$ cat src/rtl/fpu_pkg.sv
// Shared FPU types and constants: float layout, exponent anchors and rounding-mode
// encodings used by both the int-to-float and float-to-int paths.
package fpu_pkg;

    typedef struct packed {
        logic        sign;
        logic [7:0]  exp;
        logic [22:0] frac;
    } float_t;

    localparam int EXP_BIAS    = 127;
    localparam int EXP_INT_MSB = 158;  // biased exponent of 2^31

    localparam int ROUND_TIES_AWAY = 0;
    localparam int ROUND_TIES_EVEN = 1;

    // Round-up decision from guard, sticky and result LSB.
    function automatic logic round_inc(input logic guard, input logic sticky,
                                       input logic lsb, input int mode);
        if (mode == ROUND_TIES_EVEN)
            return guard & (sticky | lsb);
        return guard;
    endfunction

endpackage

$ cat src/rtl/lzc32.sv
// Combinational 32-bit leading-zero counter; all_zero flags an all-zero operand,
// in which case count is 0 and must be ignored.
module lzc32 (
    input  logic [31:0] a,
    output logic [4:0]  count,
    output logic        all_zero
);

    // NOTE: every output gets a default before the loop so no path leaves it unassigned (no latch).
    always_comb begin
        count    = 5'd0;
        all_zero = 1'b1;
        // Scanning upward lets the highest set bit win.
        for (int i = 0; i < 32; i++) begin
            if (a[i]) begin
                count    = 5'(31 - i);
                all_zero = 1'b0;
            end
        end
    end

endmodule

$ cat src/rtl/itof_pipe.sv
// Three-stage signed 32-bit integer to single-precision float converter with a
// single global stall driven by the output handshake.
module itof_pipe
    import fpu_pkg::*;
#(
    parameter int ROUND_MODE = ROUND_TIES_AWAY
) (
    input  logic        clk,
    input  logic        rst,
    input  logic        in_valid,
    output logic        in_ready,
    input  logic [31:0] x,
    output logic        out_valid,
    input  logic        out_ready,
    output logic [31:0] y
);

    logic        en;

    logic        v1, s1, z1;
    logic [31:0] a1;

    logic        v2, s2, z2;
    logic [4:0]  l2;
    logic [31:0] n2;

    logic        v3;
    float_t      y3;

    // Whole pipe advances together; a bubble in stage 3 is enough to move.
    assign en        = ~v3 | out_ready;
    assign in_ready  = en;
    assign out_valid = v3;
    assign y         = y3;

    // Stage 1: magnitude as unsigned, so 32'h8000_0000 maps cleanly to 2^31.
    logic [31:0] abs_x;
    assign abs_x = x[31] ? (~x + 32'd1) : x;

    // Stage 2: normalise so the leading one lands in bit 31.
    logic [4:0] lz;
    logic       lz_zero;

    lzc32 u_lzc (
        .a        (a1),
        .count    (lz),
        .all_zero (lz_zero)
    );

    // Stage 3: round the 24-bit significand and pack.
    logic [22:0] frac;
    logic        guard, sticky, inc;
    logic [23:0] sum;
    logic [7:0]  exp_r;
    float_t      packed_y;

    always_comb begin
        frac   = n2[30:8];
        guard  = n2[7];
        sticky = |n2[6:0];
        inc    = round_inc(guard, sticky, frac[0], ROUND_MODE);
        sum    = {1'b0, frac} + {23'd0, inc};
        // A carry out leaves sum[22:0] at zero: the mantissa of the next power of two.
        exp_r  = 8'(EXP_INT_MSB) - {3'd0, l2} + {7'd0, sum[23]};
        if (z2)
            packed_y = '0;
        else
            packed_y = '{sign: s2, exp: exp_r, frac: sum[22:0]};
    end

    // NOTE: state registers use non-blocking assignments so every stage samples pre-edge values.
    always_ff @(posedge clk) begin
        if (rst) begin
            v1 <= 1'b0;
            s1 <= 1'b0;
            z1 <= 1'b0;
            a1 <= '0;
            v2 <= 1'b0;
            s2 <= 1'b0;
            z2 <= 1'b0;
            l2 <= '0;
            n2 <= '0;
            v3 <= 1'b0;
            y3 <= '0;
        end else if (en) begin
            v1 <= in_valid;
            s1 <= x[31];
            z1 <= (x == 32'd0);
            a1 <= abs_x;
            v2 <= v1;
            s2 <= s1;
            z2 <= z1 | lz_zero;
            l2 <= lz;
            n2 <= a1 << lz;
            v3 <= v2;
            y3 <= packed_y;
        end
    end

endmodule

$ cat config.mk
export PLATFORM = sky130hd
export DESIGN_NAME = itof_pipe
export DESIGN_NICKNAME = d
export VERILOG_FILES = /design/src/rtl/fpu_pkg.sv /design/src/rtl/lzc32.sv /design/src/rtl/itof_pipe.sv
export SDC_FILE = /design/constraint.sdc
export NUM_CORES = 1
export LEC_CHECK = 0
export BUFFER_PORTS_ARGS = -buffer_cell sky130_fd_sc_hd__buf_4
export CORE_MARGIN = 1
export CORE_UTILIZATION = 55
export DETAILED_ROUTE_END_ITERATION = 10
export PLACE_DENSITY = 0.75
export SLEW_MARGIN = 20
export SYNTH_ARGS = -nofsm -noshare
export SYNTH_HDL_FRONTEND = slang
export SYNTH_SLANG_ARGS = --single-unit
$ cat constraint.sdc
create_clock -name clk -period 4.25 [get_ports clk]
set_clock_uncertainty 0.05 [all_clocks]
set_input_delay 0.85 -clock clk [delete_from_list [all_inputs] [get_ports clk]]
set_output_delay 0.85 -clock clk [all_outputs]
set_load 0.02 [all_outputs]
Yosys cells after proc, flatten, opt, wreduce, memory -nomap -nowiden
Index checks and enable logic that the tools add are counted.
{ "totals": {"register_bits": 107, "input_bits": 36, "output_inout_bits": 34, "elab_cells": 89} }
{ "classes": {"addsub": 4, "shift": 1, "muxes": 66, "bitwise": 4, "n_reduce_logical": 1} }
{ "ops": {"columns": ["op", "n"], "rows": [
  ["5-bit two-way mux", 32],
  ["32-bit two-way mux", 2],
  ["32-bit by 1-bit adder with 32-bit output (second input constant)", 1],
  ["32-bit logical NOT", 1],
  ["1-bit two-way mux", 32],
  ["32-bit NOT", 1],
  ["32-bit by 5-bit << shifter with 31-bit output", 1],
  ["23-bit by 1-bit adder with 24-bit output", 1],
  ["8-bit by 1-bit adder with 8-bit output", 1],
  ["8-bit by 5-bit subtractor with 8-bit output (first input constant)", 1],
  ["1-bit bitwise OR", 2],
  ["1-bit NOT", 1]
]} }

Longest topological paths before layout
{ "depth": {"word_depth": 33, "mapped_depth": 13, "mapped_depth_nobuf": 13} }

Hierarchy
A second synthesis with hierarchy kept.
{ "unflattened": {"hier_cells": 776, "area_unflattened_um2": 6573.8} }
{ "modules_own_cells": {"columns": ["module", "instances", "cells_per_inst", "area_each_um2", "seq_area_each_um2"], "rows": [
  ["itof_pipe", 1, 709, 6202.2, 2001.9],
  ["lzc32", 1, 67, 371.6, 0.0]
]} }

Least setup slack after synthesis
Ideal clock, no wire load.
{ "synth_path": {"path_type": "input to register", "from": "in x[21]", "to": "reg a1[30]", "setup_time_ns": 0.086, "arrival_ns": 3.083, "required_time_ns": 4.114, "path_slack_ns": 1.031, "cell_stages": 7, "path_buffers": 0, "cell_sequence": "or4_1 or3_1 or4_1 or3_1 o31ai_1 xor2_1 a211oi_1"} }
{ "synth_between": {"elab_chain_len": 3} }
{ "synth_rtl": {"columns": ["item", "line", "rtl"], "rows": [
  ["from (decl)", "itof_pipe.sv:12", "input logic [31:0] x,"],
  ["32-bit NOT", "itof_pipe.sv:38", "assign abs_x = x[31] ? (~x + 32'd1) : x;"],
  ["32-bit by 1-bit adder with 32-bit output", "itof_pipe.sv:38", null],
  ["32-bit two-way mux", "itof_pipe.sv:38", null],
  ["to (signal assigned)", "itof_pipe.sv:89", "a1 <= abs_x;"],
  ["to (decl)", "itof_pipe.sv:21", "logic [31:0] a1;"]
]} }
Every way passes these cells.
A chain may end at the register's enable or synchronous reset.

Final worst setup path
{ "layout_path": {"from": "reg a1[31]", "to": "reg n2[18]"} }
{ "layout_between": {"elab_chain_len": 2} }
{ "layout_rtl": {"columns": ["item", "line", "rtl"], "rows": [
  ["5-bit two-way mux", "lzc32.sv:15", "if (a[i]) begin"],
  ["32-bit by 5-bit << shifter with 31-bit output *", "itof_pipe.sv:94", "n2 <= a1 << lz;"],
  ["to (signal assigned)", "itof_pipe.sv:94", null],
  ["to (decl)", "itof_pipe.sv:25", "logic [31:0] n2;"]
]} }
Mark *: on every way between the ends. The rest lies on a longest branch, timed or not.

==> impl_metrics.env <==
export IMPL_clock_sinks=100
export IMPL_worst_pin_slew_ns=0.947
export IMPL_status="completed"
export IMPL_synth_top_area_share_pct=29.4
export IMPL_clk_path_buf_depth=2
export IMPL_irDropWorstVdd_uv=183
export IMPL_synth_fa_ha_area_share_pct=0.919
export IMPL_num_rows=40
export IMPL_wl_um=18500
export IMPL_fin_crit_sh_pct=87.8
export IMPL_fmax_ghz=0.268
export IMPL_io_buffers=69
export IMPL_postSynthAreaPerCell_um2=7.85
export IMPL_core_area_um2=12100
export IMPL_grt_antenna_before_repair=0
export IMPL_synthXorXnorAreaFrac_pct=6.82
export IMPL_grt_busiest_layer="met2"
export IMPL_synth_edf_count=0
export IMPL_met3_usage_pct=3.70
export IMPL_syn_instance_count=867
export IMPL_start_util_pct=56.4
export IMPL_num_vias=6579
export IMPL_die_w_um=113
export IMPL_route_detailed_drc=0
export IMPL_globalRouteMet2Util_pct=48.9
export IMPL_cts_resized=0
export IMPL_clk_pin_slew_ns=0.07
export IMPL_finalSetupViolCount=0
export IMPL_grt_setup_unrepaired="false"
export IMPL_cts_made_buffers=9
export IMPL_min_period_ns=3.73
export IMPL_reg2reg_depth=10
export IMPL_grt_pass1_wl_um=30400
export IMPL_grt_overflow_total=0
export IMPL_crit_cells=10
export IMPL_cp_top_family="compound AO/OA/AOI/OAI gates"
export IMPL_synth_seq_area_share_pct=29.4
export IMPL_ios=70
export IMPL_cts_root_buf="clkbuf_16"
export IMPL_slew_headroom_pct=36.6
export IMPL_dp_hpwl_um=13500
export IMPL_avgRoutedWirePerCell_um=17.7
export IMPL_syn_area_um2=6810
export IMPL_die_area_um2=12800
export IMPL_yosysWarnings=0
export IMPL_tns_ns=0
export IMPL_diodes=0
export IMPL_grt_max_degree=68
export IMPL_crit_buf_inv=1
export IMPL_crit_type="reg2reg"
export IMPL_netlist_top_cells_area="dfxtp_1 (29%), nor2_1 (6.7%), mux2i_1 (4.9%)"
export IMPL_required_ns=4.46
export IMPL_synth_top_family_by_area="compound AO/OA/AOI/OAI gates"
export IMPL_hold_violations=0
export IMPL_hold_class="reg2reg"
export IMPL_fin_util_pct=62.9
export IMPL_grt_met1_usage_pct=37.2
export IMPL_power_density_nw_per_um2=408
export IMPL_drv_slew=0
export IMPL_synth_main_ff_cell="dfxtp_1"
export IMPL_cap_violations=0
export IMPL_leakagePower_nw=2.99
export IMPL_slowest_delay_ns=0.72
export IMPL_synth_cell_types=69
export IMPL_cp_start_kind="register"
export IMPL_cts_htree_levels=3
export IMPL_fin_hold_ws_ns=0.407
export IMPL_gp_congestion=0.944
export IMPL_worstPathArrival_ns=3.94
export IMPL_pre_cts_ws_ns=0.569
export IMPL_ys_ff_latch=100
export IMPL_via_per_inst=6.27
export IMPL_insertion_delay_ns=0.35
export IMPL_ant_nets=0
export IMPL_critPathSlowestCell="o211ai_4"
export IMPL_cp_max_fo=21
export IMPL_synth_nets=908
export IMPL_grt_pass1_vias=6172
export IMPL_async_flop_share_pct=0
export IMPL_drive_gt1_share_pct=14.6
export IMPL_die_h_um=113
export IMPL_postCtsSetupBuffers=0
export IMPL_hold_depth=2
export IMPL_cts_hold_buf=0
export IMPL_track_usage_pct=29.6
export IMPL_path_cells="nor2b_1 > nor3_2 > o2111ai_1 > o211ai_4 > buf_4 > mux2i_1 > mux2_2 > a2111oi_0 > a41oi_1 > a311oi_1"
export IMPL_num_nets_final=917
export IMPL_synthMuxAreaShare_pct=11.6
export IMPL_setup_ws_ns=0.521
export IMPL_firstDrtPassIters=5
export IMPL_yosys_area_top_type="dfxtp_1"
export IMPL_most_common_layout_cells="nor2_1 (121), dfxtp_1 (100), nand2_1 (88)"
export IMPL_synth_compound_area_share_pct=24.4
export IMPL_synthSimpleGateAreaFrac_pct=20.8
export IMPL_endpoint_kind="register"
export IMPL_syn2layout_area_growth_pct=11.4
export IMPL_first_iter_violations=583
export IMPL_final_common_cell="nor2_1"
export IMPL_cts_tree="built"
==> routing by layer <==
metal | vias to the layer above | part of all wire [%]
li1 | 3199 | -
met1 | 3058 | 43
met2 | 263 | 47
met3 | 59 | 5.4
met4 | 0 | 4.6
met5 | - | 0
==> cell type report <==
class,count,area [um^2]
timing repair buffer,82,616
multi-input combinational,670,4410
clock inverter,5,48.8
tap,168,210
sequential,100,2000
clock buffer,11,243
fill,1081,4480
inverter,13,48.8
==> logic make-up after synthesis <==
logic type	after synthesis
fa+ha+maj	5
simple gates	315
xor+xnor	53
mux	58
compound gates	239
buf+inv	97
flops	100
==> worst min-delay path: stages (launching register included) <==
cell,delay (ns)
dfxtp_1,0.33
nand2_1,0.04
o21ai_0,0.05
==> per-stage QoR <==
| step | std cells | cell area [um^2] | total power (W) |
|---|---|---|---|
| after floorplan | 867 | 6810 | 0.00199 |
| after global placement | 1033 | 7290 | 0.00227 |
| after detailed placement | 1033 | 7290 | 0.00230 |
| after CTS | 1049 | 7580 | 0.00309 |
| after global routing | 1049 | 7580 | 0.00325 |
| final | 1049 | 7580 | 0.00310 |
==> sequential cells by signal, summed over array words and instances, names as in the netlist, 5 cells and up <==
name and flops:
a1 32, l2 5, y 32, n2 24
==> power by group <==
group	total, W	internal (W)	switching (W)	leakage (nW)
logic	0.00110	0.000473	0.000625	2.03
registers	0.00120	0.00105	0.000151	0.825
clock network	0.000794	0.000420	0.000373	0.135
total	0.00310	0.00195	0.00115	2.99
==> synthesized netlist by cell type, types with 3 or more instances <==
master     count
nor2_1       122
dfxtp_1      100
nand2_1       88
clkbuf_1      52
a21oi_1       47
a211oi_1      39
o21ai_0       38
xor2_1        35
mux2i_1       33
a22oi_1       25
nand3_1       24
buf_2         18
xnor2_1       18
nor3_1        14
inv_1         13
nor4_1        13
mux4_2        12
buf_1         11
o31ai_1       10
or3_1         10
and3_1         9
mux2_2         9
a31oi_1        8
nand2b_1       7
or4_1          7
o211ai_1       6
o41ai_1        6
a32oi_1        5
ha_1           5
nand4_1        5
o21ai_1        5
o311ai_0       5
and2_1         4
nand3b_1       4
nor2b_1        4
o2111ai_1      4
o21a_1         4
a21o_1         3
mux4_1         3
o22ai_1        3
o31a_1         3
==> path summary, 6_finish.rpt <==
path                       start             endpoint  slack, ns
min           y[22]$_SDFFE_PP0P_   y[22]$_SDFFE_PP0P_       0.41
min reg2reg   y[22]$_SDFFE_PP0P_   y[22]$_SDFFE_PP0P_       0.41
max reg2reg  a1[31]$_SDFFE_PP0P_  n2[18]$_SDFFE_PP0P_       0.52
max          a1[31]$_SDFFE_PP0P_  n2[18]$_SDFFE_PP0P_       0.52
Note: power is estimated with default switching activity, not from simulation.
